--- src/rtl/race_start_scheduler_if.sv ---
// Race start scheduler bus: lane requests and light status in,
// grant, start pulse, fault flags and race count out.
interface race_start_scheduler_if #(
  parameter int NUM_LANES = 4,
  parameter int CNT_W     = 8
);
  logic [NUM_LANES-1:0] Req;
  logic [NUM_LANES-1:0] Launch;
  logic                 Red;
  logic                 Yellow;
  logic                 Green;
  logic                 Start;
  logic [NUM_LANES-1:0] Grant;
  logic [NUM_LANES-1:0] Fault;
  logic                 Busy;
  logic [CNT_W-1:0]     Race_Count;

  modport master (
    input  Req, Launch, Red, Yellow, Green,
    output Start, Grant, Fault, Busy, Race_Count
  );

  modport slave (
    output Req, Launch, Red, Yellow, Green,
    input  Start, Grant, Fault, Busy, Race_Count
  );
endinterface

--- src/rtl/race_start_scheduler.sv ---
// Round-robin lane scheduler in front of a shared race light controller.
// Detects false starts, enforces a cooldown and counts clean races.
module race_start_scheduler #(
  parameter int NUM_LANES   = 4,
  parameter int GO_TIMEOUT  = 8,
  parameter int LOCKOUT_SEC = 2,
  parameter int CNT_W       = 8
) (
  input  logic                   Clk,
  input  logic                   Reset,
  race_start_scheduler_if.master bus
);

  localparam int PW   = (NUM_LANES > 1) ? $clog2(NUM_LANES) : 1;
  localparam int TMAX = (GO_TIMEOUT > LOCKOUT_SEC) ?
                        GO_TIMEOUT : LOCKOUT_SEC;
  localparam int TW   = $clog2(TMAX + 2);

  localparam logic [TW-1:0] GO_LAST = TW'(GO_TIMEOUT - 1);
  localparam logic [TW-1:0] CD_LAST =
    (LOCKOUT_SEC > 0) ? TW'(LOCKOUT_SEC - 1) : '0;
  localparam logic [PW-1:0] LAST_LANE = PW'(NUM_LANES - 1);

  typedef enum logic [2:0] {
    S_IDLE     = 3'd0,
    S_ARM      = 3'd1,
    S_WAIT_GO  = 3'd2,
    S_RACE     = 3'd3,
    S_ABORT    = 3'd4,
    S_COOLDOWN = 3'd5
  } state_t;

  state_t               state_q, state_d;
  logic [NUM_LANES-1:0] grant_q, grant_d;
  logic [NUM_LANES-1:0] fault_q, fault_d;
  logic [PW-1:0]        ptr_q, ptr_d;
  logic [TW-1:0]        timer_q, timer_d;
  logic [CNT_W-1:0]     count_q, count_d;
  logic                 seen_q, seen_d;

  logic                 start;
  logic                 busy;
  logic                 pick_vld;
  logic [PW-1:0]        pick_idx;
  logic [NUM_LANES-1:0] pick_oh;
  logic                 launch_hit;
  logic                 unused_lamps;

  // Red/Yellow carry no decision weight; only Green edges matter.
  assign unused_lamps = bus.Red | bus.Yellow;

  always_comb begin
    int            j;
    logic [PW-1:0] jj;
    pick_vld = 1'b0;
    pick_idx = '0;
    j        = 0;
    jj       = '0;
    for (int i = 0; i < NUM_LANES; i++) begin
      j = int'(ptr_q) + i;
      if (j >= NUM_LANES) j = j - NUM_LANES;
      jj = PW'(j);
      if (!pick_vld && bus.Req[jj]) begin
        pick_vld = 1'b1;
        pick_idx = jj;
      end
    end
  end

  assign pick_oh    = NUM_LANES'(1) << pick_idx;
  assign launch_hit = |(bus.Launch & grant_q);

  always_comb begin
    state_d = state_q;
    grant_d = grant_q;
    fault_d = fault_q;
    ptr_d   = ptr_q;
    timer_d = timer_q;
    count_d = count_q;
    seen_d  = seen_q;
    start   = 1'b0;
    busy    = 1'b1;
    case (state_q)
      S_IDLE: begin
        busy = 1'b0;
        if (pick_vld) begin
          grant_d = pick_oh;
          fault_d = fault_q & ~pick_oh;
          ptr_d   = (pick_idx == LAST_LANE) ?
                    '0 : pick_idx + 1'b1;
          state_d = S_ARM;
        end
      end
      S_ARM: begin
        start   = 1'b1;
        timer_d = '0;
        seen_d  = 1'b0;
        state_d = S_WAIT_GO;
      end
      S_WAIT_GO: begin
        timer_d = timer_q + 1'b1;
        if (bus.Green) begin
          state_d = S_RACE;
        end else if (launch_hit) begin
          fault_d = fault_q | grant_q;
          state_d = S_ABORT;
        end else if (timer_q >= GO_LAST) begin
          timer_d = '0;
          state_d = S_COOLDOWN;
        end
      end
      S_RACE: begin
        if (!bus.Green) begin
          count_d = count_q + 1'b1;
          timer_d = '0;
          state_d = S_COOLDOWN;
        end
      end
      S_ABORT: begin
        // Ride out the light sequence: full Green pulse or no Green at all.
        if (bus.Green) begin
          seen_d = 1'b1;
        end else if (seen_q || timer_q >= GO_LAST) begin
          timer_d = '0;
          state_d = S_COOLDOWN;
        end else begin
          timer_d = timer_q + 1'b1;
        end
      end
      S_COOLDOWN: begin
        if (timer_q >= CD_LAST) begin
          grant_d = '0;
          timer_d = '0;
          state_d = S_IDLE;
        end else begin
          timer_d = timer_q + 1'b1;
        end
      end
      default: begin
        grant_d = '0;
        timer_d = '0;
        seen_d  = 1'b0;
        state_d = S_IDLE;
      end
    endcase
  end

  always_ff @(negedge Clk) begin
    if (Reset) begin
      state_q <= S_IDLE;
      grant_q <= '0;
      fault_q <= '0;
      ptr_q   <= '0;
      timer_q <= '0;
      count_q <= '0;
      seen_q  <= 1'b0;
    end else begin
      state_q <= state_d;
      grant_q <= grant_d;
      fault_q <= fault_d;
      ptr_q   <= ptr_d;
      timer_q <= timer_d;
      count_q <= count_d;
      seen_q  <= seen_d;
    end
  end

  assign bus.Start      = start;
  assign bus.Busy       = busy;
  assign bus.Grant      = grant_q;
  assign bus.Fault      = fault_q;
  assign bus.Race_Count = count_q;

endmodule

--- src/flat_wrapper.sv ---
// flat-port wrapper written by rule: the top's interface ports become plain ports
module race_start_scheduler_flat 
#(
  parameter int NUM_LANES   = 4,
  parameter int GO_TIMEOUT  = 8,
  parameter int LOCKOUT_SEC = 2,
  parameter int CNT_W       = 8
)
  (Clk, Reset, bus_Req, bus_Launch, bus_Red, bus_Yellow, bus_Green, bus_Start, bus_Grant, bus_Fault, bus_Busy, bus_Race_Count);
  race_start_scheduler_if #(.NUM_LANES(NUM_LANES), .CNT_W(CNT_W)) bus_i ();
  input  logic Clk;
  input  logic Reset;
  input wire logic [$bits(bus_i.Req)-1:0] bus_Req;
  input wire logic [$bits(bus_i.Launch)-1:0] bus_Launch;
  input wire logic [$bits(bus_i.Red)-1:0] bus_Red;
  input wire logic [$bits(bus_i.Yellow)-1:0] bus_Yellow;
  input wire logic [$bits(bus_i.Green)-1:0] bus_Green;
  output wire logic [$bits(bus_i.Start)-1:0] bus_Start;
  output wire logic [$bits(bus_i.Grant)-1:0] bus_Grant;
  output wire logic [$bits(bus_i.Fault)-1:0] bus_Fault;
  output wire logic [$bits(bus_i.Busy)-1:0] bus_Busy;
  output wire logic [$bits(bus_i.Race_Count)-1:0] bus_Race_Count;
  assign bus_i.Req = bus_Req;
  assign bus_i.Launch = bus_Launch;
  assign bus_i.Red = bus_Red;
  assign bus_i.Yellow = bus_Yellow;
  assign bus_i.Green = bus_Green;
  assign bus_Start = bus_i.Start;
  assign bus_Grant = bus_i.Grant;
  assign bus_Fault = bus_i.Fault;
  assign bus_Busy = bus_i.Busy;
  assign bus_Race_Count = bus_i.Race_Count;
  race_start_scheduler #(.NUM_LANES(NUM_LANES), .GO_TIMEOUT(GO_TIMEOUT), .LOCKOUT_SEC(LOCKOUT_SEC), .CNT_W(CNT_W)) u_core (.Clk(Clk), .Reset(Reset), .bus(bus_i));
endmodule
--- config.mk ---
export PLATFORM = sky130hd
export DESIGN_NAME = race_start_scheduler_flat
export DESIGN_NICKNAME = d
export VERILOG_FILES = /design/src/rtl/race_start_scheduler_if.sv /design/src/rtl/race_start_scheduler.sv /design/src/flat_wrapper.sv
export SDC_FILE = /design/constraint.sdc
export NUM_CORES = 1
export LEC_CHECK = 0
export ABC_AREA = 1
export CAP_MARGIN = 25
export CORE_MARGIN = 8
export CORE_UTILIZATION = 35
export CTS_BUF_LIST = sky130_fd_sc_hd__clkbuf_4
export DETAILED_ROUTE_END_ITERATION = 10
export DONT_BUFFER_PORTS = 1
export GPL_ROUTABILITY_DRIVEN = 0
export MAX_ROUTING_LAYER = met4
export SKIP_LAST_GASP = 1
export SLEW_MARGIN = 20
export SYNTH_ARGS = -nofsm -noshare
export SYNTH_HDL_FRONTEND = slang
export SYNTH_SLANG_ARGS = --single-unit
--- constraint.sdc ---
create_clock -name Clk -period 3.4 [get_ports Clk]
set_clock_uncertainty 0.15 [all_clocks]
set_input_delay 0.68 -clock Clk [delete_from_list [all_inputs] [get_ports Clk]]
set_output_delay 0.68 -clock Clk [all_outputs]
set_load 0.02 [all_outputs]
==> flow_summary.yaml, run 1 <==
run_status:
  status: "complete, but fails checks"
  failed_checks: "negative setup slack"
setup_path:
  r2r_cells: 15
  cp-start-kind: "input port"
  critPathKind: "in -> reg"
  cp_data_required_time_ns: 1.88
  endpoint_kind: "flip-flop"
  crit_fanout: 3
  cp.arrival_ns: 2.14
clock_network:
  cts_buffers: 3
  ctsHtreeMaxLevel: 1
  cts_sinks: 26
  clockBufferDepth: 2
  cts_tree: "yes"
  insertion_delay_ns: 0.41
  cts_root_buffer: "clkbuf_4"
  postCtsHoldBufs: 0
  clk_pin_slew_ns: 0.05
place:
  dp_worst_setup_slack_ns: -0.636
  io_buffers: 0
  placed_area_sq_mm: 0.00209
  place_hpwl_um: 3230
timing:
  slew_viol_final: 0
  setup_slack_ns: -0.263
  rsz0062_at_grt: "yes"
  fin_hold_ws_ns: 0.314
  relSlewSlack_pct: 44.0
  tightest_slew_ns: 0.839
  setup_viol: 11
  tns_ns: -2.10
  hold_violations: 0
yosys:
  synth_seq_area_share_pct: 29.8
  yosysTopAreaCell: "dfxtp_1"
  synth_area_sq_mm: 0.00175
  netlist_top_cells_area: "dfxtp_1 30%, nand2_1 17%, nand3_1 8.0%"
  avgSynthCellArea_sq_um: 6.27
  synthCells: 279
  synth.distinct_cells: 28
  ys_ff_latch: 26
  yosysWarningCount: 0
  synth_nets: 300
  synth_top_area_share_pct: 29.8
global_routing:
  use_met1_pct: 13.3
  grt.busiest_layer: "met2"
  grt_use_met3_pct: 5.20
  overflow: 0
  first_global_vias: 1933
  antenna_found_initial: 0
  grt_max_degree: 15
  globalRouteMet2Util_pct: 20.8
  grt_pass1_wl_um: 7820
  track_usage_pct: 12.7
power:
  vdd_drop_max_v: 0.000261
  power_mw: 2.10
  leakage_nw: 1.21
  cellPowerDensity_mw_per_mm2: 834
detailed_routing:
  viasPerCell: 4.70
  dr.pass1.iters: 5
  drcViolationCount: 0
  drt_iter0_markers: 88
  num_vias: 1878
  ant_nets: 0
  wl_um: 4630
  wl_per_cell_um: 11.6
layout:
  register_area_sq_um: 554
  fillers: 500
  finalInstanceArea_sq_mm: 0.00252
  n_antenna_cell: 0
  areaGrowthSynthToFinish_pct: 43.9
  drive_gt1_share_pct: 35.1
  multi_input_area_sq_mm: 0.00134
  layout.nets: 355
  final_common_cell: "nand2_1"
  layout_common_cells: "64 x nand2_1, 51 x inv_1, 31 x nor2_1, 29 x buf_4, 19 x nand3_1"
floorplanning:
  die_w_um: 86.7
  start_util_pct: 36.5
  io_pins: 31
  rows: 25
  die_area_sq_mm: 0.00752
  fp.dieH_um: 86.7
  coreArea_sq_mm: 0.00479
hold_path:
  hold_depth: 2
  hold_class: "reg -> reg"
flow_run:
  maxCapViolCount: 0
==> layout make-up <==
class	count	area share, %
multi-input cells	210	53.2
flip-flops and latches	26	22.0
repair buffers	30	9.10
inverters	37	7.36
clock inverters	27	4.08
well taps	67	3.33
clock buffers	3	0.895
==> critical path, cell delays in order <==
cell     delay [ns]
inv_2          0.02
nand2_2        0.08
nand2_1        0.06
nand2_1        0.07
nand2_2        0.08
nand4_1        0.16
nand2_2        0.09
buf_6          0.12
nor2_4         0.12
nor2_4         0.06
ha_4           0.16
or2_4          0.22
nand3_2        0.05
nand2_1        0.04
a21oi_1        0.12
==> cells by family after synthesis <==
logic type	share of synthesized area, %
flops	29.8
compound gates	8.80
simple gates	44.8
fa+ha+maj	5.72
buf+inv	10.4
xor+xnor	0.501
==> repair_timing <==
item | CTS | global route
hold endpoints to repair | 0 | 0
endpoints found under the setup margin | 26 | 15
setup buffers | 2 | 4
pin swaps | 20 | 12
gates resized for setup | 41 | 34
==> sequential cells by signal, summed over array words and instances (netlist names) <==
| name | cells |
|---|---|
| u_core.seen_q | 1 |
| u_core.timer_q | 4 |
| u_core.bus.Grant | 4 |
| u_core.bus.Fault | 4 |
| u_core.state_q | 3 |
| u_core.bus.Race_Count | 8 |
| u_core.ptr_q | 2 |
==> routing by layer <==
metal / share of wire (%) / up-vias
met5: 0 / -
met3: 7.4 / 4
met4: 0.52 / 0
li1: - / 993
met2: 49 / 38
met1: 43 / 843
==> cell usage after synthesis, drive strengths merged <==
| master | number |
|---|---|
| nor2 | 37 |
| nand3b | 1 |
| nor3 | 10 |
| nand4 | 4 |
| xor2 | 1 |
| o22ai | 1 |
| nor4 | 1 |
| dfxtp | 26 |
| a21oi | 21 |
| clkbuf | 2 |
| o21ai | 7 |
| nand2 | 85 |
| inv | 38 |
| or2 | 4 |
| ha | 8 |
| nand3 | 29 |
| buf | 3 |
| a21boi | 1 |
==> path summary, 6_finish.rpt <==
| kind | endpoint | startpoint | slack [ns] |
|---|---|---|---|
| setup / recovery | u_core.bus.Fault[3] | bus_Req[2] | -0.26 |
| setup reg to reg | u_core.bus.Fault[0] | u_core.ptr_q[0] | 0.53 |
| hold reg to reg | u_core.seen_q | u_core.seen_q | 0.31 |
| hold / removal | u_core.seen_q | u_core.seen_q | 0.31 |
==> metrics by stage <==
step | utilization, % | std cells
after detailed placement | 43.7 | 365
after global routing | 52.6 | 400
final | 52.6 | 400
after CTS | 48.8 | 396
after global placement | 43.7 | 365
after floorplan | - | 279
==> where the power goes <==
part	internal, mW	switching [mW]
Combinational	0.582	0.765
Clock	0.0830	0.183
Sequential	0.373	0.114
Power figures use the tool's default switching activity.
==> inputs of run 2 (changes only) <==
--- a/config.mk
+++ b/config.mk
@@ -14,6 +14,7 @@
 export DONT_BUFFER_PORTS = 1
 export GPL_ROUTABILITY_DRIVEN = 0
 export MAX_ROUTING_LAYER = met4
+export SETUP_SLACK_MARGIN = 0.15
 export SKIP_LAST_GASP = 1
 export SLEW_MARGIN = 20
 export SYNTH_ARGS = -nofsm -noshare
==> run 2 against run 1 <==
  * The run still ends with negative setup slack left
  * Largest cell class unchanged
  * Setup slack improved by 0.031 ns
  * Sequential share of layout area rose by 1.2 points
  * Power is 3.0% lower
  * Utilization rose by 0.39 points
  * Largest power group unchanged
  * Non-clock buffer count fell by 6
==> flow_summary.yaml, run 2 (synthesis gave the netlist of run 1 again) <==
global_routing:
  grt_max_degree: 16
  first_global_vias: 1912
  grt_pass1_wl_um: 8040
  track_usage_pct: 13.2
  overflow: 0
  antenna_found_initial: 0
floorplanning:
  die_w_um: 86.7
  coreArea_sq_mm: 0.00479
  start_util_pct: 36.5
  io_pins: 31
  fp.dieH_um: 86.7
  rows: 25
  die_area_sq_mm: 0.00752
setup_path:
  r2r_slack_ns: 0.66
  r2r-start: "u_core.ptr_q[0]"
  r2r_cells: 15
  cp-start-kind: "flip-flop"
  critPathLaunch: "u_core.state_q[0]"
  cp.arrival_ns: 2.80
  crit_cells: 2
  cpMaxStageDelayCell: "dfxtp_4"
  endpoint: "bus_Start"
  cp_data_required_time_ns: 2.57
  endpoint_kind: "output port"
  path_buf_inv: 1
  crit_family: "flip-flops"
  critPathMaxStageDelay_ns: 0.36
  reg2reg_to: "u_core.bus.Fault[2]"
  critPathKind: "reg -> out"
  crit_fanout: 2
  worstPathCellList: "inv_4 -> nor3_4"
detailed_routing:
  wl_um: 4530
  wl_per_cell_um: 11.5
  dr_wl_met2_um: 2100
  dr.pass1.iters: 7
  drcViolationCount: 0
  viasPerCell: 4.66
  ant_nets: 0
  num_vias: 1838
  top_layer_used: "met4"
  wl_met1_um: 2120
  dr_wl_met3_um: 285
  drt_iter0_markers: 83
layout:
  fillers: 468
  final_common_cell: "nand2_1"
  drive_gt1_share_pct: 36.7
  areaGrowthSynthToFinish_pct: 45.0
  layout.nets: 349
  largest_reg_flops: 8
  instances_no_fill: 394
  n_antenna_cell: 0
  layout_common_cells: "59 x nand2_1, 50 x inv_1, 31 x nor2_1, 18 x nand3_1, 18 x dfxtp_4"
  register_area_sq_um: 589
  multi_input_area_sq_mm: 0.00133
power:
  vdd_drop_max_v: 0.000242
  leakage_nw: 1.22
  cellPowerDensity_mw_per_mm2: 803
place:
  io_buffers: 0
  placedCellCount: 358
  place_hpwl_um: 3170
  dp_worst_setup_slack_ns: -0.629
timing:
  hold_violations: 0
  setup_slack_ns: -0.231
  slew_viol_final: 0
  tightest_slew_ns: 0.773
  rsz0062_at_grt: "yes"
  setup_viol: 11
  relSlewSlack_pct: 48.4
clock_network:
  cts_sinks: 26
  clk_pin_slew_ns: 0.05
  cts_root_buffer: "clkbuf_4"
  clockBufferDepth: 2
  cts_buffers: 3
  ctsHtreeMaxLevel: 1
  insertion_delay_ns: 0.40
  cts_tree: "yes"
hold_path:
  holdCritStartpoint: "u_core.seen_q"
  hold_class: "reg -> reg"
flow_run:
  maxCapViolCount: 0
run_status:
  failed_checks: "negative setup slack"
  status: "complete, but fails checks"
-- run 2: worst register-to-register path, stage by stage, from the launching register on --
cell and delay (ns):
dfxtp_1 0.81, inv_6 0.14, nand2_1 0.12, nand2_2 0.11, nand2_2 0.11, nand2_4 0.07, nor2_8 0.13, nand4_1 0.16
nand2_2 0.15, nor2_2 0.06, nor2_2 0.13, ha_2 0.20, or2_4 0.11, nand3_2 0.05, nand2_2 0.08, a21oi_2 0.03
-- run 2: per-stage QoR --
stage               setup TNS [ns]  hold slack, ns  util (%)  area, sq um  power [mW]
floorplan                    -4.65           0.280         -         1910        1.37
detailed placement           -6.81           0.310      44.1         2110        1.62
global placement             -6.50           0.301      44.1         2110        1.60
finish                       -1.87           0.312      53.0         2540        2.04
CTS                          -1.80           0.317      51.8         2480        2.01
global route                 -2.83           0.328      53.0         2540        2.26
-- run 2: worst min path at each step --
stage,to,slack (ns),cells past startpoint
finish,u_core.seen_q,0.31,2
global route,u_core.seen_q,0.33,2
CTS,u_core.seen_q,0.32,2
detailed placement,u_core.seen_q,0.31,2
global placement,u_core.seen_q,0.30,2
floorplan,u_core.seen_q,0.28,2
-- run 2: per-layer routing --
layer  global-route usage (%)  vias to the layer above
met1                     14.8                      816
met3                     5.10                        4
met4                     5.48                        0
met2                     20.3                       33
li1                         -                      985
met5                        -                        -
-- run 2: what timing repair did --
action	4_1_cts	5_1_grt
setup buffers	6	0
pin swaps	27	15
resized for setup	66	15
gates cloned	1	0
hold buffers	0	0
setup endpoints to repair	31	31
-- run 2: cell type report --
type / count / area share, %
Inverter: 37 / 6.56
Multi-Input combinational cell: 210 / 52.6
Timing Repair Buffer: 24 / 9.37
Tap cell: 67 / 3.31
Clock inverter: 27 / 4.05
Clock buffer: 3 / 0.888
Sequential cell: 26 / 23.2
-- run 2: where the power goes --
part / leakage [nW] / switching (mW) / total (mW) / internal, mW
registers: 0.226 / 0.123 / 0.499 / 0.376
logic: 0.842 / 0.728 / 1.28 / 0.554
clock network: 0.152 / 0.173 / 0.256 / 0.0829
total: 1.22 / 1.02 / 2.04 / 1.01
==> RTL change 1 (config.mk and constraints of run 2) <==
Encoding of `state_t`: now Gray code (3 bits for 6 states).
--- a/src/rtl/race_start_scheduler.sv
+++ b/src/rtl/race_start_scheduler.sv
@@ -23,10 +23,10 @@
 
   typedef enum logic [2:0] {
-    S_IDLE     = 3'd0,
-    S_ARM      = 3'd1,
-    S_WAIT_GO  = 3'd2,
-    S_RACE     = 3'd3,
-    S_ABORT    = 3'd4,
-    S_COOLDOWN = 3'd5
+    S_IDLE     = 3'b000,
+    S_ARM      = 3'b001,
+    S_WAIT_GO  = 3'b011,
+    S_RACE     = 3'b010,
+    S_ABORT    = 3'b110,
+    S_COOLDOWN = 3'b111
   } state_t;
 
Check against the original RTL: no difference found for any inputs over 10 cycles, from zero or initial values and one cycle with Reset high; not proved beyond that.
==> RTL change 1 against run 2 <==
The run still ends with negative setup slack left; sequential cell count is the same; global-route usage decreased by 0.96 points; final area decreased by 2.2%; sequential share of layout area rose by 0.43 points; count of clock-buffer cells in the layout did not move; highest routed layer is now met3; combinational power rose by 3%; synthesized cell count is 7.9% lower; wire length is 1.5% lower; largest cell class unchanged; area after synthesis shrank 3.3%; setup slack worse by 0.037 ns; total power increased by 1.4%.
==> RTL change 1: results (changes against run 2) <==
status finished, violations left (unchanged); failing checks negative setup slack (unchanged); Area after DPL 2027 um2 (was 2112 um2); Yosys cell types 32 (was 28); largest net degree at the start of global routing 18 (was 16); drt pass-1 iters 4 (was 7); Compound-Gate Fraction of Synth Area 12.57% (was 8.798%); total global-route track usage 12.20% (was 13.15%); peak supply drop 497.9 uV (was 241.9 uV); cell count of the worst hold path 2 (unchanged); leading post-synthesis cells by cell area dfxtp_1, nand2_1, nand3_1 (unchanged); CP max-delay cell o211ai_1 (was dfxtp_4); Syn Inst Count 257 (was 279); Final Worst Setup Slack -0.2683 ns (was -0.2310 ns); syn nets 278 (was 300); DPL Wire Length 3.152 mm (was 3.172 mm); number of global-route vias before repair 1706 (was 1912); final setup vio count 11 (unchanged); Pleak 1.163 nW (was 1.220 nW); Crit Path Max Fanout 5 (was 2); crit path DAT 2.09 ns (was 2.80 ns); relative slew slack 45.63% (was 48.39%); Die Area 7314 um2 (was 7516 um2); vias per cell 5.000 (was 4.665); pre-CTS WS -0.6849 ns (was -0.6287 ns); sequential element share of the synthesized area 30.77% (was 29.76%); Synth top cells by count nand2_1, inv_1, nor2_1 (unchanged); adder-cell share of the synthesized area 5.917% (was 5.722%); Max stage delay on crit path 0.20 ns (was 0.36 ns); 1st-iter DRT viols 97 (was 83); Fin Setup TNS -1.993 ns (was -1.872 ns); Inst Count DP 328 (was 358); worst reg-to-reg path cell count 16 (was 15); first-pass GRT wire length 7.307 mm (was 8.038 mm); final WL 4.460 mm (was 4.528 mm)
-- RTL change 1: layer usage --
layer | part of all wire, % | track usage, %
met1 | 48 | 14.39
met4 | 0 | 3.822
met3 | 5.1 | 4.680
met5 | 0 | -
met2 | 47 | 18.69
-- RTL change 1: timing repair --
action | CTS | global route
pin swaps | 17 | 26
setup endpoints to repair | 28 | 30
setup buffers | 3 | 4
cloned | 0 | 0
hold buffers | 0 | 0
gates resized for setup | 59 | 31
-- RTL change 1: power breakdown --
group | total (W) | switching [W] | internal [W] | leakage [nW]
registers | 0.000499 | 0.000130 | 0.000369 | 0.225
logic | 0.00132 | 0.000741 | 0.000581 | 0.785
clock network | 0.000244 | 0.000163 | 0.0000809 | 0.152
total | 0.00206 | 0.00103 | 0.00103 | 1.16
-- RTL change 1: final cells by class --
type / instances / area, um2
Multi-Input combinational cell: 192 / 1319
Fill cell: 450 / 2212
Timing Repair Buffer: 28 / 217.7
Tap cell: 54 / 67.56
Inverter: 34 / 168.9
Sequential cell: 26 / 586.8
Clock inverter: 26 / 97.59
Clock buffer: 3 / 22.52
-- RTL change 1: final timing paths --
check                         to  slack [ns]         startpoint
max          u_core.bus.Fault[3]       -0.27         bus_Req[1]
min            u_core.timer_q[1]        0.35  u_core.timer_q[1]
max reg2reg  u_core.bus.Fault[3]        0.63    u_core.ptr_q[0]
min reg2reg    u_core.timer_q[1]        0.35  u_core.timer_q[1]
-- RTL change 1: worst max-delay path, delay by kind of cell --
family / cells / cell delay (ns)
AO/OA/AOI/OAI: 3 / 0.32
adder cells (fa/ha/maj): 1 / 0.14
buffers and inverters: 3 / 0.17
AND/OR/NAND/NOR: 8 / 0.76
==> RTL change 2 (flow settings as in run 2) <==
Without the edit above. `LOCKOUT_SEC` is set to 2 in 2 places; all go to 4.
--- a/src/rtl/race_start_scheduler.sv
+++ b/src/rtl/race_start_scheduler.sv
@@ -4,5 +4,5 @@
   parameter int NUM_LANES   = 4,
   parameter int GO_TIMEOUT  = 8,
-  parameter int LOCKOUT_SEC = 2,
+  parameter int LOCKOUT_SEC = 4,
   parameter int CNT_W       = 8
 ) (
--- a/src/flat_wrapper.sv
+++ b/src/flat_wrapper.sv
@@ -4,5 +4,5 @@
   parameter int NUM_LANES   = 4,
   parameter int GO_TIMEOUT  = 8,
-  parameter int LOCKOUT_SEC = 2,
+  parameter int LOCKOUT_SEC = 4,
   parameter int CNT_W       = 8
 )
Check against the original RTL: not equivalent (Yosys sat finds a counterexample within 10 cycles, from zero or initial values and one cycle with Reset high).
==> RTL change 2 against run 2 <==
The run still ends with negative setup slack left; final area grew 1.9%; sequential cell count is the same; combinational power grew 16%; total power grew 11%; worst hold slack gained 0.0083 ns; area after synthesis shrank 4.3%; setup slack lost 0.021 ns; count of clock-buffer cells in the layout is the same; cell count shrank 5.1%; non-clock buffer count grew 10; wire length grew 4.7%; sequential share of layout area shrank 0.54 points; critical path type unchanged; largest power group unchanged.
==> RTL change 2: results (changes against run 2) <==
Max stage delay on crit path 0.36 ns (about the same); vias per cell 4.914 (was 4.665); Synth top cells by count nand2_1, inv_1, dfxtp_1 (was nand2_1, inv_1, nor2_1); pre-CTS WS -0.6258 ns (was -0.6287 ns); Yosys cell types 30 (was 28); Finished Layout Cells 374 (was 394); worst slew pin tran 0.9138 ns (was 0.7732 ns); cell count of the worst hold path 2 (unchanged); status finished, violations left (unchanged); crit path DAT 2.82 ns (was 2.80 ns); initial antenna violation count 0 (unchanged); worst-skew pair later-pin latency 0.42 ns (was 0.40 ns); number of global-route vias before repair 1801 (was 1912); Inst Count DP 331 (was 358); layout cells sized above 1 41.88% (was 36.70%); Async SR Flop Fraction 0% (unchanged); warnings from Yosys 0 (unchanged); Synth Area per Inst 6.439 um2 (was 6.269 um2); clk buf depth 2 (unchanged); Final Worst Setup Slack -0.2521 ns (was -0.2310 ns); peak supply drop 362.8 uV (was 241.9 uV); fill cell count 452 (was 468); DPL Wire Length 3.299 mm (was 3.172 mm); CP max-delay cell dfxtp_4 (unchanged); max reg flops 8 (unchanged); leading post-synthesis cells by cell area dfxtp_1, nand2_1, inv_1 (was dfxtp_1, nand2_1, nand3_1); total global-route track usage 13.49% (was 13.15%); total CTS buffers 3 (unchanged); failing checks negative setup slack (unchanged); # nets final 340 (was 349); # port buffers 0 (unchanged); Crit Path Max Fanout 3 (was 2); largest net degree at the start of global routing 16 (unchanged); drt pass-1 iters 4 (was 7); Fin Setup TNS -1.555 ns (was -1.872 ns); HP Class reg -> reg (unchanged); H-tree depth 1 (unchanged); Clock transition at path regs 0.04 ns; sequential element share of the synthesized area 31.09% (was 29.76%); first-pass GRT wire length 8.010 mm (was 8.038 mm); Pleak 1.201 nW (was 1.220 nW); 1st-iter DRT viols 66 (was 83); final setup vio count 10 (was 11); # diodes 0 (unchanged); DR WL/cell 12.68 um (was 11.49 um); Root Driver clkbuf_4 (unchanged); syn nets 279 (was 300); worst reg-to-reg path cell count 15 (unchanged)
==> RTL change 2: what timing repair did <==
action                     in CTS  in global routing
pin swaps                      22                 19
setup buffers                  10                  4
setup endpoints to repair      27                 31
resized for setup              64                 37
==> RTL change 2: routing by layer <==
metal	GRT usage, %	part of all wire, %
met1	15.72	46
met2	20.88	49
met3	4.440	4.2
met4	5.340	0.65
met5	-	0
==> RTL change 2: where the power goes <==
group	total (W)	internal (W)	switching, W	leakage, nW
logic	0.00148	0.000658	0.000825	0.819
registers	0.000500	0.000372	0.000128	0.225
clock network	0.000271	0.0000854	0.000186	0.157
==> RTL change 2: cells by family after synthesis <==
| logic type | count (synthesis) | synth area share (%) |
|---|---|---|
| simple gates | 146 | 41.26 |
| buf+inv | 41 | 10.01 |
| compound gates | 40 | 12.63 |
| flops | 26 | 31.09 |
| fa+ha+maj | 6 | 4.484 |
| xor+xnor | 1 | 0.5233 |
==> RTL change 2: worst paths after layout <==
| check | end | slack, ns | startpoint |
|---|---|---|---|
| max | bus_Start | -0.25 | u_core.state_q[0] |
| min | u_core.seen_q | 0.32 | u_core.seen_q |
| max reg2reg | u_core.bus.Fault[3] | 0.54 | u_core.ptr_q[0] |
| min reg2reg | u_core.seen_q | 0.32 | u_core.seen_q |
==> RTL change 2: layout make-up <==
type | instances | share of cell area, %
clock buffers | 3 | 0.8712
clock inverters | 27 | 4.017
inverters | 37 | 7.164
multi-input cells | 193 | 52.03
flip-flops and latches | 26 | 22.70
well taps | 54 | 2.614
repair buffers | 34 | 10.60
==> RTL change 2: critical path, delay by kind of cell (launching register included) <==
family	cells	cell delay, ns
buffers and inverters	1	0.04
DFF	1	0.36
and+or+nand+nor	1	0.32
==> RTL change 2: stage by stage <==
step | cell area [um2] | util [%] | hold WS, ns | power, W
after floorplan | 1828 | - | 0.2892 | 0.001287
after global placement | 2026 | 43.46 | 0.3151 | 0.001601
after detailed placement | 2026 | 43.46 | 0.3201 | 0.001604
after CTS | 2390 | 51.28 | 0.3268 | 0.002032
after global routing | 2585 | 55.46 | 0.3419 | 0.002462
final | 2585 | 55.46 | 0.3208 | 0.002255
